<file path="src/rtl/rng_draw_scheduler.sv">
// Round-robin scheduler sharing one LFSR random-number datapath between NUM_REQ requesters.
// Optional RNG_LOCKUP_RECOVER_EN: treat a caught all-zero value as LFSR lockup and reseed instead of responding.
module rng_draw_scheduler #(
  parameter int unsigned       NUM_REQ         = 4,
  parameter int unsigned       WIDTH           = 4,
  parameter int unsigned       SHIFTS_PER_DRAW = 4,
  parameter logic [WIDTH-1:0]  DEFAULT_SEED    = WIDTH'(4'b1001)
) (
  input  logic               clk,
  input  logic               reset,
  input  logic [NUM_REQ-1:0] req,
  input  logic [WIDTH-1:0]   cfg_seed,
  input  logic               cfg_seed_wr,
  input  logic [WIDTH-1:0]   rng_in,
  output logic               load_shift,
  output logic [WIDTH-1:0]   seed,
  output logic               number_catch,
  output logic [NUM_REQ-1:0] grant,
  output logic               rsp_valid,
  output logic [WIDTH-1:0]   rsp_data,
  output logic               busy
);

  localparam int unsigned IDX_W = (NUM_REQ > 1) ? $clog2(NUM_REQ) : 1;
  localparam int unsigned CNT_W = 4;

  typedef enum logic [2:0] {INIT, IDLE, ARB, MIX, CATCH, RESP} state_t;

  state_t           state;
  logic [IDX_W-1:0] rr_last;
  logic [IDX_W-1:0] cur;
  logic [IDX_W-1:0] pick;
  logic             pick_vld;
  logic [CNT_W-1:0] cnt;
  logic             pending_seed;
  logic             lockup;
  logic             resp_ok;

`ifdef RNG_LOCKUP_RECOVER_EN
  logic [IDX_W-1:0] rr_prev;
  assign lockup = (rng_in == '0);
`else
  assign lockup = 1'b0;
`endif

  // First set request after rr_last (with wrap); descending scan so the nearest one wins.
  always_comb begin
    int idx;
    pick     = '0;
    pick_vld = 1'b0;
    idx      = 0;
    for (int i = int'(NUM_REQ); i > 0; i--) begin
      idx = (int'(rr_last) + i) % int'(NUM_REQ);
      if (req[IDX_W'(idx)]) begin
        pick     = IDX_W'(idx);
        pick_vld = 1'b1;
      end
    end
  end

  // The caught value only exists during RESP, so the response is qualified live from rng_in and req.
  assign resp_ok   = (state == RESP) && req[cur] && !lockup;
  assign rsp_valid = resp_ok;
  assign grant     = resp_ok ? (NUM_REQ'(1) << cur) : '0;
  assign rsp_data  = resp_ok ? rng_in : '0;

  always_ff @(posedge clk) begin
    if (reset) begin
      state        <= INIT;
      load_shift   <= 1'b0;
      number_catch <= 1'b0;
      busy         <= 1'b0;
      seed         <= DEFAULT_SEED;
      pending_seed <= 1'b0;
      rr_last      <= IDX_W'(NUM_REQ - 1);
      cur          <= '0;
      cnt          <= '0;
`ifdef RNG_LOCKUP_RECOVER_EN
      rr_prev      <= IDX_W'(NUM_REQ - 1);
`endif
    end else begin
      load_shift   <= 1'b0;
      number_catch <= 1'b0;
      case (state)
        // Entered with load_shift already set, except straight out of reset.
        INIT: begin
          if (load_shift) begin
            state <= IDLE;
            busy  <= 1'b0;
          end else begin
            load_shift <= 1'b1;
            busy       <= 1'b1;
          end
        end
        IDLE: begin
          if (pending_seed) begin
            pending_seed <= 1'b0;
            load_shift   <= 1'b1;
            busy         <= 1'b1;
            state        <= INIT;
          end else if (|req) begin
            busy  <= 1'b1;
            state <= ARB;
          end
        end
        ARB: begin
          if (pick_vld) begin
            cur     <= pick;
            rr_last <= pick;
`ifdef RNG_LOCKUP_RECOVER_EN
            rr_prev <= rr_last;
`endif
            cnt     <= '0;
            state   <= MIX;
          end else begin
            busy  <= 1'b0;
            state <= IDLE;
          end
        end
        MIX: begin
          if (cnt == CNT_W'(SHIFTS_PER_DRAW - 1)) begin
            number_catch <= 1'b1;
            state        <= CATCH;
          end else begin
            cnt <= cnt + CNT_W'(1);
          end
        end
        CATCH: state <= RESP;
        RESP: begin
`ifdef RNG_LOCKUP_RECOVER_EN
          if (lockup) begin
            rr_last    <= rr_prev;
            load_shift <= 1'b1;
            state      <= INIT;
          end else begin
            busy  <= 1'b0;
            state <= IDLE;
          end
`else
          busy  <= 1'b0;
          state <= IDLE;
`endif
        end
        default: begin
          busy  <= 1'b0;
          state <= IDLE;
        end
      endcase
      // Zero seeds would lock the LFSR; reload is deferred to the next IDLE.
      if (cfg_seed_wr && (cfg_seed != '0)) begin
        seed         <= cfg_seed;
        pending_seed <= 1'b1;
      end
    end
  end

endmodule

</file>
<file path="config.mk">
export PLATFORM = sky130hd
export DESIGN_NAME = rng_draw_scheduler
export DESIGN_NICKNAME = d
export VERILOG_FILES = /design/src/rtl/rng_draw_scheduler.sv
export SDC_FILE = /design/constraint.sdc
export NUM_CORES = 1
export LEC_CHECK = 0
export BUFFER_PORTS_ARGS = -buffer_cell sky130_fd_sc_hd__buf_2
export CORE_MARGIN = 2
export CORE_UTILIZATION = 45
export DETAILED_ROUTE_END_ITERATION = 16
export GPL_ROUTABILITY_DRIVEN = 0
export PLACE_DENSITY = 0.74
export SLEW_MARGIN = 20
export SYNTH_ARGS = -nofsm -noshare
export SYNTH_HDL_FRONTEND = slang
export SYNTH_SLANG_ARGS = --single-unit
</file>
<file path="constraint.sdc">
create_clock -name clk -period 1.76 [get_ports clk]
set_clock_uncertainty 0.05 [all_clocks]
set_input_delay 0.352 -clock clk [delete_from_list [all_inputs] [get_ports clk]]
set_output_delay 0.352 -clock clk [all_outputs]
set_load 0.01 [all_outputs]
</file>
After elaboration in Yosys (flattened, before gate mapping)
Index checks and enable logic that the tools add are counted.
- add/sub/neg operators: 5
- multipliers: 0
- div/mod/pow operators: 0
- magnitude comparators: 5
- eq/ne operators: 12
- shifts and indexed selects: 1
- mux-type cells: 43
- bitwise operators: 2
- reductions and logical operators: 13
- operators with widths (operator ; count):
    $mux W1 ; 21
    $lt A2 B4 Y1 const B ; 4
    $mux W4 ; 4
    $pmux W3 S5 ; 1
    $mux W3 ; 4
    $bmux W1 S2 ; 5
    $mux W2 ; 5
    $ne A2 B2 Y1 const B ; 5
    $reduce_and A3 Y1 ; 3
    $pmux W4 S2 ; 1
    $eq A3 B2 Y1 const B ; 2
    $eq A3 B3 Y1 const B ; 2
    $add A2 B1 Y2 const B ; 2
    $add A2 B2 Y2 const B ; 2
    $add A4 B1 Y4 const B ; 1
    $eq A4 B2 Y1 const B ; 1
    $pmux W1 S4 ; 1
    $reduce_bool A2 Y1 ; 2
    $reduce_bool A4 Y1 ; 1
    $reduce_or A2 Y1 ; 2
    $reduce_or A4 Y1 ; 1
    $shl A1 B2 Y4 const A ; 1
    $eq A3 B1 Y1 const B ; 1
    $logic_not A3 Y1 ; 1
    other kinds (6) ; 8
- register bits: 19
- latch bits: 0
- memory bits (writable): 0
- memory bits (read-only): 0
- bits of input ports: 15
- output and inout bits: 16
- word-level logic and storage cells: 90
- memories kept: 0

Depth between registers and ports, before layout
- depth after elaboration: 10
- gate-level depth with buffers: 6
- gate-level depth less buffers: 5

Least setup slack after synthesis
Ideal clock, no wire load.
- path kind: input -> output
- start: in req[3]
- end: out grant[3]
- arrival time: 1.465 ns
- data required time: 1.358 ns
- setup slack: -0.107 ns
- stages on the path: 5
- buffers on the path: 2
- cell sequence: buf_6 -> mux4_2 -> and4b_1 -> buf_2 -> and3_1
- word-level cells in the longest chain between the ends: 4
- ends and longest elaborated chain (what ; line ; RTL):
    from (decl) ; 11 ; input logic [NUM_REQ-1:0] req,
    $bmux W1 S2 ; 62 ; assign resp_ok = (state == RESP) && req[cur] && !lockup;
    $mux W1 (not written as such) ; 62 ;
    $logic_and A1 B1 Y1 ; 62 ;
    named net rsp_valid ; 19 ; output logic rsp_valid,
    $mux W4 ; 64 ; assign grant = resp_ok ? (NUM_REQ'(1) << cur) : '0;
    to (decl) ; 18 ; output logic [NUM_REQ-1:0] grant,
The timed path passes the listed nets, and every way through them passes these cells. The select of a mux whose other input is x is not followed.

Worst setup path after layout
- start: reg cur[0]
- end: out grant[0]
- word-level cells in the longest chain between the ends: 4
- elaborated cells on any way between the ends: 5
- those cells by class: shift: 1; mux: 3; reduce/logical: 1
- ends and longest elaborated chain (what ; line ; RTL):
    from (decl) ; 31 ; logic [IDX_W-1:0] cur;
    from (signal assigned) ; 108 ; cur <= pick;
    $bmux W1 S2 ; 62 ;
    $mux W1 (not written as such) ; 62 ;
    $logic_and A1 B1 Y1 ; 62 ;
    $mux W4 * ; 64 ;
Mark *: on every way between the ends. The rest lies on a longest branch, timed or not. The select of a mux whose other input is x is not followed.

==> run metrics <==
status=finished with violations; failing checks=negative setup slack; multiplexer share of the synthesized area=0.0213; worst vdd ir=0.505 mV; total chip power=roughly 1000 uW; hold_ws=0.236 ns; final slew viol count=0; number of buffers added on ports=30; CP Launch Point=cur[0]$_SDFFE_PP0P_; Synth area leaders=dfxtp_1, a21oi_1, nand2_1; Adder-Cell Fraction of Synth Area=0.0118; Clock Latency Late Sink=0.30 ns; H-tree depth=1; Reg clk slew, reported paths=approximately 0.11 ns; first-pass GRT wire length=between 3000 and 4000 um; Detail Placement HPWL=1840 um; Yosys cell types=44; Post-synth top cells=dfxtp_1, a21oi_1, nand2_1, nor2_1; DR vias/cell=5.65; Synth Instances=121; P_leak=around 0.6 nW; Syn Nets=around 140; relative slew slack=0.488; chip width=52.5 um; die height=52.5 um; Avg Inst Size Synth=between 8 and 9 um2; antenna fix cells=0; Setup-failing EPs final=9; critical-path maximum fanout=5; Finished Cell Area=1350 um2; nets@finish=177; worst-path cell chain=mux4_2 > and4b_2 > nor3b_2 > buf_2; worst reg2reg path startpoint=cnt[0]$_SDFFE_PP0P_; sequential cell area fraction in the yosys report=0.359; Startpoint Class=flip-flop; Compound-Gate Fraction of Synth Area=0.240; slowest library cell on the worst path=mux4_2; initial antenna violation count=0; Final min period=approximately 2.1 ns; Simple-Gate Fraction of Synth Area=0.294; Top FF cell, synth=dfxtp_1; DRT Pass-1 Iters=4; CTS Sinks=19; Post-Syn Area=1060 um2; XOR/XNOR Fraction of Synth Area=0.0165; worst-margin pin slew=around 0.76 ns; Die ar.=2760 um2; Cell Count Post-Placement=183; crit end category=output port; overall routing resource usage=0.196; fill count=208; Initial Util=0.479; max cap viols=0; Cell Pwr Density=around 720 nW/um2; Fmax achieved=472 MHz; RSZ-0062 raised after global routing=true; share of layout cells above drive strength 1=0.375; CTS tree=done; Post-DRT Antenna Nets=0; Num CTS Buffers=3; Synth-to-Final Area Change=27.3%; ys async rst share=0; Core Rows=17; count leader, synth=dfxtp_1; io pins=31; total negative slack=-2.75 ns; kind of critical path=flip-flop to output port; slowest stage delay, CP=0.50 ns; Hold Path Origin=cfg_seed[0]; crit path DAT=approximately 1.7 ns; # DRC=0; Final Cycle Share=1.20; Clock Path Buffers=2; Wirelength per Cell=13.1 um; Post-synth EDFFs=0; Final Hold Vio Count=0; Setup WS post-layout=-0.357 ns; post-CTS setup buffers=0; number of global-route vias before repair=960; HP Class=input port to flip-flop; area leader, netlist=dfxtp_1; final core occ=0.610; CP required=1.36 ns; Vias=1063; dpl ws=-0.157 ns; hold_buf cts=0; Root Driver=clkbuf_4; Initial DRC Count=23; Core Region=~2200 um2; GRT overflow=0; pin count of the biggest net entering global routing=18; Placement Cell Area=1300 um2; largest family of logic cells by synthesized area=simple AND/OR/NAND/NOR gates; Routed WL=2460 um; YS warnings=0; Yosys top cell area share=0.359; fin cells=188; flops & latches, synth=19
==> logic make-up after synthesis <==
logic type	after synthesis
xor+xnor	2
flops	19
mux	1
simple gates	53
compound gates	33
buf+inv	12
fa+ha+maj	1
==> state kept, by name (all words and copies together), names as in the netlist <==
name          cells
busy              1
cnt               4
cur               2
load_shift        1
number_catch      1
pending_seed      1
rr_last           2
seed              4
state             3
==> worst max-delay path: cells and delay by family (launching register included) <==
kind,cells,cell delay (ns)
mux,1,0.50
flops,1,0.36
simple gates,2,0.42
buf+inv,1,0.13
==> layout by cell type (no fill, tap or decap), types with 4 or more instances in the layout <==
| cell | count |
|---|---|
| nor2_1 | 8 |
| nand2_1 | 9 |
| nand3_1 | 5 |
| and2_1 | 4 |
| nand2b_1 | 4 |
| dfxtp_1 | 18 |
| buf_2 | 29 |
| nor3_1 | 5 |
| a21oi_1 | 13 |
| buf_4 | 13 |
==> metal layers <==
layer	vias to the layer above	share of wire	track usage
met2	29	0.51	0.340
met5	-	0	0
met3	4	0.048	0.0343
met1	501	0.43	0.239
li1	529	-	-
met4	0	0.0090	0.0726
==> power by group <==
| part | switching, mW | total [mW] | leakage [nW] | internal (mW) |
|---|---|---|---|---|
| Sequential | 0.0392 | 0.506 | 0.156 | 0.467 |
| Combinational | 0.127 | 0.240 | 0.435 | 0.114 |
| Clock | 0.144 | 0.229 | 0.0177 | 0.0847 |
==> timing repair <==
item,4_1_cts,5_1_grt
pin swaps,6,1
gates resized for setup,3,0
endpoints found under the hold margin,0,0
endpoints found under the setup margin,9,9
cloned,1,0
==> cell type report <==
type	count	area, um2	area share
clock buffer	3	22.5	0.0167
multi-input combinational	91	639	0.474
inverter	3	11.3	0.00835
clock inverter	1	5.00	0.00371
sequential	19	382	0.283
tap	28	35.0	0.0260
timing repair buffer	43	254	0.188
==> worst paths after layout <==
kind / endpoint / slack [ns] / cells after the start
worst min register to register: seed[1]$_SDFFE_PP0P_ / 0.41 / 2
worst max-delay path: grant[0] / -0.36 / 4
worst max register to register: state[1]$_SDFFE_PP0P_ / 0.13 / 5
worst min-delay path: seed[0]$_SDFFE_PP1P_ / 0.24 / 2
(Power assumes the default switching activity.)
